## src/rtl/mult_18x18_pkg.sv

```systemverilog
// Shared constants, Booth digit encoding and carry-save helper for the
// 5-stage 18x18 signed/unsigned multiplier.
package mult_18x18_pkg;
  localparam int OP_W        = 18;
  localparam int PROD_W      = 36;
  localparam int PIPE_STAGES = 5;
  localparam int PP_NUM      = 10;
  localparam int A_EXT_W     = OP_W + 1;
  localparam int B_EXT_W     = OP_W + 2;
  localparam int PP_W        = OP_W + 2;

  typedef enum logic [2:0] {
    BOOTH_ZERO = 3'd0,
    BOOTH_P1   = 3'd1,
    BOOTH_P2   = 3'd2,
    BOOTH_M1   = 3'd3,
    BOOTH_M2   = 3'd4
  } booth_digit_t;

  typedef struct packed {
    logic [PROD_W-1:0] sum;
    logic [PROD_W-1:0] carry;
  } csa_t;

  function automatic booth_digit_t booth_encode(input logic [2:0] win);
    booth_digit_t d;
    case (win)
      3'b001, 3'b010: d = BOOTH_P1;
      3'b011:         d = BOOTH_P2;
      3'b100:         d = BOOTH_M2;
      3'b101, 3'b110: d = BOOTH_M1;
      default:        d = BOOTH_ZERO;
    endcase
    return d;
  endfunction

  // 3:2 compressor across the full product width; the carry out of the MSB
  // is dropped because all arithmetic is modulo 2^PROD_W.
  function automatic csa_t csa3(input logic [PROD_W-1:0] x,
                                input logic [PROD_W-1:0] y,
                                input logic [PROD_W-1:0] z);
    csa_t              r;
    logic [PROD_W-1:0] maj;
    maj     = (x & y) | (x & z) | (y & z);
    r.sum   = x ^ y ^ z;
    r.carry = {maj[PROD_W-2:0], 1'b0};
    return r;
  endfunction
endpackage

```

## src/rtl/mult_18x18_booth_pp.sv

```systemverilog
// One radix-4 Booth digit: decodes a 3-bit multiplier window and returns the
// selected multiple of the extended multiplicand, already negated when needed.
module mult_18x18_booth_pp
  import mult_18x18_pkg::*;
(
  input  logic        [2:0]         i_win,
  input  logic signed [A_EXT_W-1:0] i_a,
  output logic signed [PP_W-1:0]    o_pp
);
  booth_digit_t           digit;
  logic signed [PP_W-1:0] a_x1;
  logic signed [PP_W-1:0] a_x2;

  always_comb begin
    digit = booth_encode(i_win);
    a_x1  = {i_a[A_EXT_W-1], i_a};
    a_x2  = {i_a, 1'b0};
    case (digit)
      BOOTH_P1: o_pp = a_x1;
      BOOTH_P2: o_pp = a_x2;
      BOOTH_M1: o_pp = -a_x1;
      BOOTH_M2: o_pp = -a_x2;
      default:  o_pp = '0;
    endcase
  end
endmodule

```

## src/rtl/mult_18x18.sv

```systemverilog
// 18x18 multiplier with per-operand signedness: radix-4 Booth recoding,
// carry-save reduction and a final adder spread over five register stages.
module mult_18x18
  import mult_18x18_pkg::*;
(
  input  logic              i_clk,
  input  logic              i_rst,
  input  logic [OP_W-1:0]   i_multa,
  input  logic [OP_W-1:0]   i_multb,
  input  logic              i_multa_ns,
  input  logic              i_multb_ns,
  output logic [PROD_W-1:0] o_product
);
  // Stage p0: operand and format capture
  logic [OP_W-1:0] a_p0_d, a_p0_q;
  logic [OP_W-1:0] b_p0_d, b_p0_q;
  logic            a_ns_p0_d, a_ns_p0_q;
  logic            b_ns_p0_d, b_ns_p0_q;

  always_comb begin
    a_p0_d    = i_multa;
    b_p0_d    = i_multb;
    a_ns_p0_d = i_multa_ns;
    b_ns_p0_d = i_multb_ns;
  end

  always_ff @(posedge i_clk) begin
    if (i_rst) begin
      a_p0_q    <= '0;
      b_p0_q    <= '0;
      a_ns_p0_q <= 1'b0;
      b_ns_p0_q <= 1'b0;
    end else begin
      a_p0_q    <= a_p0_d;
      b_p0_q    <= b_p0_d;
      a_ns_p0_q <= a_ns_p0_d;
      b_ns_p0_q <= b_ns_p0_d;
    end
  end

  // Stage p1: sign/zero extension, Booth recoding, aligned partial products
  logic signed [A_EXT_W-1:0] a_ext;
  logic signed [B_EXT_W-1:0] b_ext;
  logic        [B_EXT_W:0]   b_win;
  logic signed [PP_W-1:0]    pp_raw  [PP_NUM];
  logic        [PROD_W-1:0]  pp_p1_d [PP_NUM];
  logic        [PROD_W-1:0]  pp_p1_q [PP_NUM];

  always_comb begin
    a_ext = {a_ns_p0_q & a_p0_q[OP_W-1], a_p0_q};
    b_ext = {{2{b_ns_p0_q & b_p0_q[OP_W-1]}}, b_p0_q};
    b_win = {b_ext, 1'b0};
  end

  for (genvar g = 0; g < PP_NUM; g++) begin : g_pp
    mult_18x18_booth_pp u_booth_pp (
      .i_win (b_win[2*g+2 -: 3]),
      .i_a   (a_ext),
      .o_pp  (pp_raw[g])
    );
  end

  always_comb begin
    for (int i = 0; i < PP_NUM; i++) begin
      pp_p1_d[i] = {{(PROD_W-PP_W){pp_raw[i][PP_W-1]}}, pp_raw[i]} << (2*i);
    end
  end

  always_ff @(posedge i_clk) begin
    for (int i = 0; i < PP_NUM; i++) begin
      if (i_rst) pp_p1_q[i] <= '0;
      else       pp_p1_q[i] <= pp_p1_d[i];
    end
  end

  // Stage p2: two carry-save levels, 10 rows -> 7 -> 5
  csa_t              l1 [3];
  csa_t              l2 [2];
  logic [PROD_W-1:0] tree_p2_d [5];
  logic [PROD_W-1:0] tree_p2_q [5];

  always_comb begin
    for (int i = 0; i < 3; i++) begin
      l1[i] = csa3(pp_p1_q[3*i], pp_p1_q[3*i+1], pp_p1_q[3*i+2]);
    end
    l2[0] = csa3(l1[0].sum, l1[0].carry, l1[1].sum);
    l2[1] = csa3(l1[1].carry, l1[2].sum, l1[2].carry);
    tree_p2_d[0] = l2[0].sum;
    tree_p2_d[1] = l2[0].carry;
    tree_p2_d[2] = l2[1].sum;
    tree_p2_d[3] = l2[1].carry;
    tree_p2_d[4] = pp_p1_q[PP_NUM-1];
  end

  always_ff @(posedge i_clk) begin
    for (int i = 0; i < 5; i++) begin
      if (i_rst) tree_p2_q[i] <= '0;
      else       tree_p2_q[i] <= tree_p2_d[i];
    end
  end

  // Stage p3: three more carry-save levels, 5 rows -> 4 -> 3 -> 2
  csa_t              l3, l4, l5;
  logic [PROD_W-1:0] sum_p3_d, sum_p3_q;
  logic [PROD_W-1:0] carry_p3_d, carry_p3_q;

  always_comb begin
    l3         = csa3(tree_p2_q[0], tree_p2_q[1], tree_p2_q[2]);
    l4         = csa3(l3.sum, l3.carry, tree_p2_q[3]);
    l5         = csa3(l4.sum, l4.carry, tree_p2_q[4]);
    sum_p3_d   = l5.sum;
    carry_p3_d = l5.carry;
  end

  always_ff @(posedge i_clk) begin
    if (i_rst) begin
      sum_p3_q   <= '0;
      carry_p3_q <= '0;
    end else begin
      sum_p3_q   <= sum_p3_d;
      carry_p3_q <= carry_p3_d;
    end
  end

  // Stage p4: carry-propagate adder into the output register
  logic [PROD_W-1:0] product_p4_d, product_p4_q;

  always_comb begin
    product_p4_d = sum_p3_q + carry_p3_q;
  end

  always_ff @(posedge i_clk) begin
    if (i_rst) product_p4_q <= '0;
    else       product_p4_q <= product_p4_d;
  end

  assign o_product = product_p4_q;
endmodule

```

## config.mk

```make
export PLATFORM = sky130hd
export DESIGN_NAME = mult_18x18
export DESIGN_NICKNAME = d
export VERILOG_FILES = /design/src/rtl/mult_18x18_pkg.sv /design/src/rtl/mult_18x18_booth_pp.sv /design/src/rtl/mult_18x18.sv
export SDC_FILE = /design/constraint.sdc
export NUM_CORES = 1
export LEC_CHECK = 0
export ABC_AREA = 1
export CELL_PAD_IN_SITES_DETAIL_PLACEMENT = 1
export CELL_PAD_IN_SITES_GLOBAL_PLACEMENT = 2
export CORE_ASPECT_RATIO = 2
export CORE_MARGIN = 5
export CORE_UTILIZATION = 40
export DETAILED_ROUTE_END_ITERATION = 6
export PLACE_DENSITY_LB_ADDON = 0.3
export SYNTH_ARGS = -nofsm -noshare
export SYNTH_HDL_FRONTEND = slang
export SYNTH_SLANG_ARGS = --single-unit
```

## constraint.sdc

```tcl
create_clock -name i_clk -period 6.05 [get_ports i_clk]
set_input_delay 1.815 -clock i_clk [delete_from_list [all_inputs] [get_ports i_clk]]
set_output_delay 1.815 -clock i_clk [all_outputs]
set_load 0.05 [all_outputs]
```

; ---- Word-level counts from Yosys, hierarchy flattened
; Memories as Yosys holds them, arrays and structs flattened.
; Cells that the tools add are included.
[word_totals]
ram_bits = 540
regBits = 146
mem_count = 2
in_bits = 40
elab_cells = 239
[classes]
eq_ne = 97
add_sub_neg = 3
reduce_logical = 18
n_mux = 38
bitwise = 73
[mem_list]
columns = memory, depth, width, read_ports, rd_clocked_by_memory_dff, wr, line_no
row1 = pp_p1_q, 10, 36, 10, 0, 10, mult_18x18.sv:47  ; logic [PROD_W-1:0] pp_p1_q [PP_NUM];
row2 = tree_p2_q, 5, 36, 5, 0, 5, mult_18x18.sv:80  ; logic [PROD_W-1:0] tree_p2_q [5];
[op_table]
columns = op, n
row1 = $and A35 B35 Y35, 24
row2 = $pmux W20 S4, 9
row3 = $xor A36 B36 Y36, 16
row4 = $or A35 B35 Y35, 16
row5 = $mux W36, 15
row6 = $eq A3 B2 Y1 const B, 38
row7 = $eq A3 B3 Y1 const B, 37
row8 = $pmux W3 S4, 9
row9 = $pmux W18 S4, 1
row10 = $eq A3 B1 Y1 const B, 19
row11 = $add A36 B36 Y36, 1
row12 = $reduce_or A2 Y1, 18
row13 = $neg A19 Y20, 1
row14 = $neg A20 Y20, 1
row15 = $or A1 B1 Y1, 15
row16 = $pmux W3 S3, 1
row17 = $eq A2 B2 Y1 const B, 2
row18 = $mux W1, 3
row19 = $and A1 B1 Y1, 2
row20 = $eq A2 B1 Y1 const B, 1

; ---- Logic depth before layout (Yosys ltp)
; An unclocked memory read counts as a cell.
[depth]
ltp_word = 10
ltp_mapped = 14

; ---- Cells and area by module
; A second synthesis with hierarchy kept.
[unflattened]
cells_unflattened = 4217
area_unflattened_um2 = 29457.0
[by_module_without_submodules]
columns = module, cells_per_inst, area_per_inst_um2, seq_area_each_um2, instances
row1 = mult_18x18, 2217, 19438.6, 9248.9, 1
row2 = mult_18x18_booth_pp at g_pp[0].u_booth_pp ..., 200, 992.2, 0.0, 8
row3 = mult_18x18_booth_pp at g_pp[8].u_booth_pp, 200, 1058.5, 0.0, 1
row4 = mult_18x18_booth_pp at g_pp[9].u_booth_pp, 200, 1022.2, 0.0, 1

; ---- Worst setup path before layout
; OpenSTA, ideal clock, no wires.
[synth_path]
path_kind = input to register
from = in i_rst
to = reg a_p0_q[4]
path_stages = 4
t_arrival_ns = 2.677
setup_slack_ns = 3.246
path_cell_list = clkbuf_1 > clkbuf_1 > clkbuf_1 > nor2_1
[synth_rtl]
columns = item, line_no
row1 = start: declaration, mult_18x18.sv:7  ; input logic i_rst,
row2 = end signal: assignment, mult_18x18.sv:34  ; a_p0_q <= a_p0_d;
row3 = end: declaration, mult_18x18.sv:15  ; logic [OP_W-1:0] a_p0_d, a_p0_q;
; No word-level cell between the ends.

==> flow_summary_export.csv <==
group,metric,value,unit
clock_tree,insertion_delay,0.59,ns
global_routing,use_met2,49.0,%
place,hpwl,66.0,mm
layout,fin_cells,3917,
setup_path,critPathArrivalTime,3.94,ns
synthesis,yosys.area.top_type,"dfxtp_1",
floorplan,ios,76,
layout,nFillCells,7294,
global_routing,grt_pass1_wl,133,mm
layout,n_antenna_cell,0,
sta,fin_setup_tns,0,ns
layout,utilization,44.7,%
synthesis,yosys.cell_types.count,43,
clock_tree,cts_tree,"done",
power,p_leak,0.0131,µW
setup_path,setup.worst_path.end_class,"register",
setup_path,worst_path_most_repeated_cell,"nor2_1",
clock_tree,h-tree-depth,2,
route,drc,0,
route,ant_nets,0,
synthesis,async_flop_share,0,%
setup_path,worst_setup_path_start_kind,"register",
synthesis,synth-edff-count,0,
synthesis,synth-warning-count,0,
sta,skew,0.0250,ns
place,place.gp.congestion,0.935,
place,dpl_worst_slack,2.15,ns
sta,hold_viol,0,
global_routing,grt_max_degree,88,
floorplan,start_util,40.2,%
clock_tree,hold_buffers,0,
clock_tree,cts_buffers,45,
clock_tree,cts_setup_buffers,0,
floorplan,die-area,65500,µm²
layout,area_delta_synth_final,11.2,%
clock_tree,cts.repair.resized,0,
synthesis,ys_seq_area_share,38.4,%
place,port_buffers,75,
global_routing,grt.met3_usage,3.52,%
sta,setup_viol,0,
route,wl,89.0,mm
layout,drive_above_1_share,4.96,%
setup_path,max_stage_delay,0.87,ns
floorplan,die_w,184,µm
global_routing,use_met1,27.5,%
synthesis,syn-mean-instance-area,7.78,µm²
layout,nets,3383,
sta,finalMaxSlewViolations,0,
route,wire_per_inst,22.7,µm
floorplan,coreArea,59900,µm²
synthesis,syn_nets,3375,
clock_tree,clockBufferDepth,3,
global_routing,gr-usage-all-layers,27.0,%
sta,setup_ws,2.54,ns
synthesis,ys_ff_latch,462,
route,vias,20500,
setup_path,crit_slowest_cell,"inv_1",
route,drt-vias-per-instance,5.23,
power,irDropWorstVdd,0.233,mV
setup_path,crit_family,"simple AND/OR/NAND/NOR gates",
sta,fmax,0.285,GHz
sta,finalCritPeriodShare,58.1,%
floorplan,rows,127,
sta,slew_headroom,6.10,%
setup_path,crit_path_cell_trace,"inv_1, nand2_1, nor3_1, nand3_2, nand2_2, nor2_2, nor2_1, nor2_1",
route,drt_iter0_markers,1027,
clock_tree,cts_num_sinks,462,
synthesis,ys_top_cells_by_area,"dfxtp_1, fa_1, inv_1",
synthesis,synth_top_flop_cell,"dfxtp_1",
setup_path,crit_buf_inv,1,
global_routing,grt_overflow,0,
setup_path,path_max_fanout,20,
clock_tree,path_clk_slew,0.07,ns
setup_path,path_class,"register to register",
synthesis,synthCells,3098,
synthesis,synth_top_area_share,38.4,%
sta,worstMarginPinSlew,1.40,ns
global_routing,top_usage_layer,"met2",
sta,rsz0062_at_grt,"no",
place,place_inst,3833,
run_status,status,"completed",
sta,fin_crit,3.51,ns
clock_tree,cts_root_buf,"clkbuf_16",
synthesis,syn_area,24100,µm²
power,power_density,274,nW/µm²
hold_path,hp-class,"register to register",
global_routing,grt_pass1_vias,22100,
floorplan,die_h,357,µm
global_routing,antenna_found_initial,0,
route,dr.pass1.iters,4,
job,maxCapViolCount,0,
setup_path,required,6.47,ns
[worst paths after layout]
kind / startpoint / endpoint / slack [ns] / cells past startpoint
min: tree_p2_q[0][3]$_SDFF_PP0_ / sum_p3_q[3]$_SDFF_PP0_ / 0.40 / 2
max: a_p0_q[15]$_SDFF_PP0_ / pp_p1_q[1][19]$_SDFF_PP0_ / 2.54 / 8
min reg2reg: tree_p2_q[0][3]$_SDFF_PP0_ / sum_p3_q[3]$_SDFF_PP0_ / 0.40 / 2
max reg2reg: a_p0_q[15]$_SDFF_PP0_ / pp_p1_q[1][19]$_SDFF_PP0_ / 2.54 / 8
[registers in the layout, indices dropped and copies added, names as in the netlist]
name / cells
pp_p1_q: 198
b_p0_q: 18
sum_p3_q: 36
carry_p3_q: 29
tree_p2_q: 125
o_product: 36
a_p0_q: 18
b_ns_p0_q: 1
a_ns_p0_q: 1
[power by group]
part | total (µW) | switching [µW] | internal [µW] | leakage [µW]
clock network | 2870 | 1290 | 1580 | 0.000720
logic | 1190 | 819 | 369 | 0.00865
registers | 3290 | 96.7 | 3200 | 0.00376
total | 7350 | 2210 | 5150 | 0.0131
[metal layers]
metal,share of wire [%],wire (µm)
met1,35,31100
met2,51,45100
met5,0,0
met4,9.9,8790
met3,4.5,3960
[cells in the mapped netlist (3+ instances only)]
| cell type | n |
|---|---|
| clkbuf_1 | 77 |
| o21ai_0 | 57 |
| o221ai_1 | 4 |
| nor2_4 | 3 |
| buf_6 | 10 |
| nand2_2 | 13 |
| a41oi_1 | 9 |
| ha_1 | 68 |
| nand3_4 | 5 |
| buf_2 | 34 |
| o21ai_2 | 4 |
| a22oi_1 | 7 |
| a31oi_1 | 23 |
| o22ai_1 | 122 |
| dfxtp_1 | 462 |
| o21ai_1 | 16 |
| buf_1 | 3 |
| nand4_1 | 4 |
| xnor2_1 | 7 |
| fa_1 | 169 |
| xor2_4 | 3 |
| o211ai_1 | 4 |
| a21oi_1 | 89 |
| nor3_1 | 10 |
| nor2_2 | 18 |
| nor2_1 | 374 |
| clkinv_1 | 14 |
| nand3_1 | 204 |
| buf_4 | 7 |
| inv_1 | 683 |
| nand3b_1 | 24 |
| o21bai_1 | 3 |
| nand3_2 | 5 |
| inv_2 | 5 |
| nand2_1 | 545 |
[worst reg2reg max path, delay by kind of cell (launching register included)]
kind,cells,cell delay [ns]
buf+inv,1,0.87
flops,1,0.34
simple gates,7,2.13
[layout by cell type (no fill, tap or decap), types with 3 or more instances in the layout]
| master | instances |
|---|---|
| o21ai_2 | 4 |
| nand2_1 | 545 |
| o21ai_0 | 57 |
| inv_2 | 5 |
| dfxtp_1 | 462 |
| a22oi_1 | 7 |
| inv_1 | 683 |
| xnor2_1 | 6 |
| o22ai_1 | 122 |
| nor2_4 | 3 |
| nand3_4 | 5 |
| clkbuf_1 | 10 |
| nor2_2 | 18 |
| nand4_1 | 4 |
| clkinv_2 | 11 |
| ha_1 | 68 |
| a41oi_1 | 9 |
| nand2_2 | 13 |
| fa_1 | 169 |
| o21bai_1 | 3 |
| a31oi_1 | 23 |
| buf_4 | 17 |
| nand3b_1 | 24 |
| nand3_1 | 204 |
| clkinv_4 | 4 |
| clkinvlp_4 | 5 |
| o21ai_1 | 16 |
| clkbuf_8 | 7 |
| nor3_1 | 10 |
| clkbuf_16 | 46 |
| clkdlybuf4s50_1 | 74 |
| o221ai_1 | 4 |
| nand3_2 | 5 |
| clkinv_1 | 14 |
| xor2_4 | 3 |
| nor2_1 | 374 |
| a21oi_1 | 89 |
| o211ai_1 | 4 |
[area by class of cell]
type                    instances  area, µm²  share of cell area [%]
multi-input cells            1800      11600                    43.1
well taps                     774        968                    3.61
clock buffers                  62       1270                    4.74
flip-flops and latches        462       9250                    34.5
repair buffers                 92        882                    3.29
clock inverters                22        214                   0.798
inverters                     705       2650                    9.90
[cell families after synthesis]
kind of cell               count (synthesis)  share of synthesized area [%]
AOI/OAI and AO/OA                        340                           8.25
xor gates and xnor gates                  12                          0.670
and+or+nand+nor                         1211                           21.5
adders and majority gates                237                           17.6
buffers and inverters                    836                           13.7
DFF                                      462                           38.4
[through the flow]
stage               hold WS, ns  cell area (µm²)  power [µW]
floorplan                 0.388            24100        4110
global placement          0.390            25300        4500
detailed placement        0.397            25300        4550
CTS                       0.405            26800        7420
global route              0.419            26800        7670
finish                    0.399            26800        7350
Power figures use the tool's default switching activity.
==> RTL change (same settings) <==
The package constant `PP_NUM` goes from 10 to 5.
--- a/src/rtl/mult_18x18_pkg.sv
+++ b/src/rtl/mult_18x18_pkg.sv
@@ -4,7 +4,7 @@
   localparam int OP_W        = 18;
   localparam int PROD_W      = 36;
   localparam int PIPE_STAGES = 5;
-  localparam int PP_NUM      = 10;
+  localparam int PP_NUM      = 5;
   localparam int A_EXT_W     = OP_W + 1;
   localparam int B_EXT_W     = OP_W + 2;
   localparam int PP_W        = OP_W + 2;
Behaviour: not the same (Yosys sat finds a counterexample within 4 cycles, from zero or initial values and one cycle with i_rst high).
==> RTL change against the unedited design <==
Total power down 44%. Area after synthesis fell by 44%. Non-clock buffer count shrank 22. Largest power group unchanged. Critical endpoint is now o_product[7]. Sequential cell count is 189 lower. Routed wire length shrank 48%. Worst setup slack improved by 36 ps. Register-to-register slack gained 790 ps. Design area is 42% lower. Critical path type is now register to primary output.
==> RTL change: results (changes against the unedited design) <==
| Metric | Value |
|---|---|
| Status | completed |
| Top cells by area in the synthesized netlist | dfxtp_1 40%, inv_1 11%, nand2_1 9.3% |
| Worst-Margin Slew | 1120 ps (-282 ps) |
| GPL Wtd Cong | 0.946 (+1.1%) |
| Plain + repair buffers | 70 (-24%) |
| HP Start | sum_p3_q[7]$_SDFF_PP0_ |
| Die area | 37,900 um^2 (-42%) |
| Nets@finish | 2,011 (-41%) |
| Finished Layout Cells | 2,337 (-40%) |
| CTS Buf Count | 26 (-42%) |
| Hold Path End | o_product[7]$_SDFF_PP0_ |
| H-Tree Level Count | 1 (-1) |
| Skew-Pair Late Insertion Delay | 550 ps (-40 ps) |
| Distinct cells, synth | 47 (+9.3%) |
| Max rail drop VDD | 0.243 mV (+4.2%) |
| Initial DRC Count | 581 (-43%) |
| Setup crit start | o_product[7]$_SDFF_PP0_ |
| Worst stage delay on the critical path | 810 ps (-60 ps) |
| Vias in the first global route | 13,000 (-41%) |
| Initial DRT Pass Iterations | 5 (+1) |
| Area of the multi-input gates | 6270 um^2 (-46%) |
| Fmax achieved | 288 MHz (+1.0%) |
| Top post-synthesis cells by count | 389 x inv_1, 337 x nand2_1, 273 x dfxtp_1, 230 x nor2_1, 154 x nand3_1 |
| Static Leak | 0.00692 uW (-47%) |
| Largest delay contributor family on the critical path | buffers and inverters |
| Inverter count | 405 (-43%) |
| Routed wire length | 46.0 mm (-48%) |
| Placed cell area | 14,500 um^2 (-43%) |
| Register area | 5470 um^2 (-41%) |
| # fillers | 4,266 (-42%) |
| Kind of critical path | register to primary output |
RTL change: metal layers:
layer,vias to the layer above,track usage (%),share of wire (%),wire (um)
met5,-,0,0,0
met4,0,14.2,6.5,2990
li1,5748,-,-,-
met1,5805,21.8,32,14900
met3,152,2.21,3.2,1460
met2,327,49.4,58,26600
RTL change: power breakdown:
| part | switching (uW) | total, uW | internal, uW |
|---|---|---|---|
| logic | 303 | 421 | 118 |
| registers | 28.8 | 1870 | 1840 |
| clock network | 732 | 1810 | 1080 |
| total | 1060 | 4100 | 3040 |
RTL change: logic make-up (layout without fill, tap and decap cells):
logic type,after synthesis,after routing,synth area share [%]
flops,273,273,40.3
simple gates,821,821,27.2
xor+xnor,3,3,0.249
other cells,1,3,0.0277
compound gates,189,189,8.15
fa+ha+maj,89,89,10.4
buf+inv,459,522,13.5
mux,1,1,0.0831
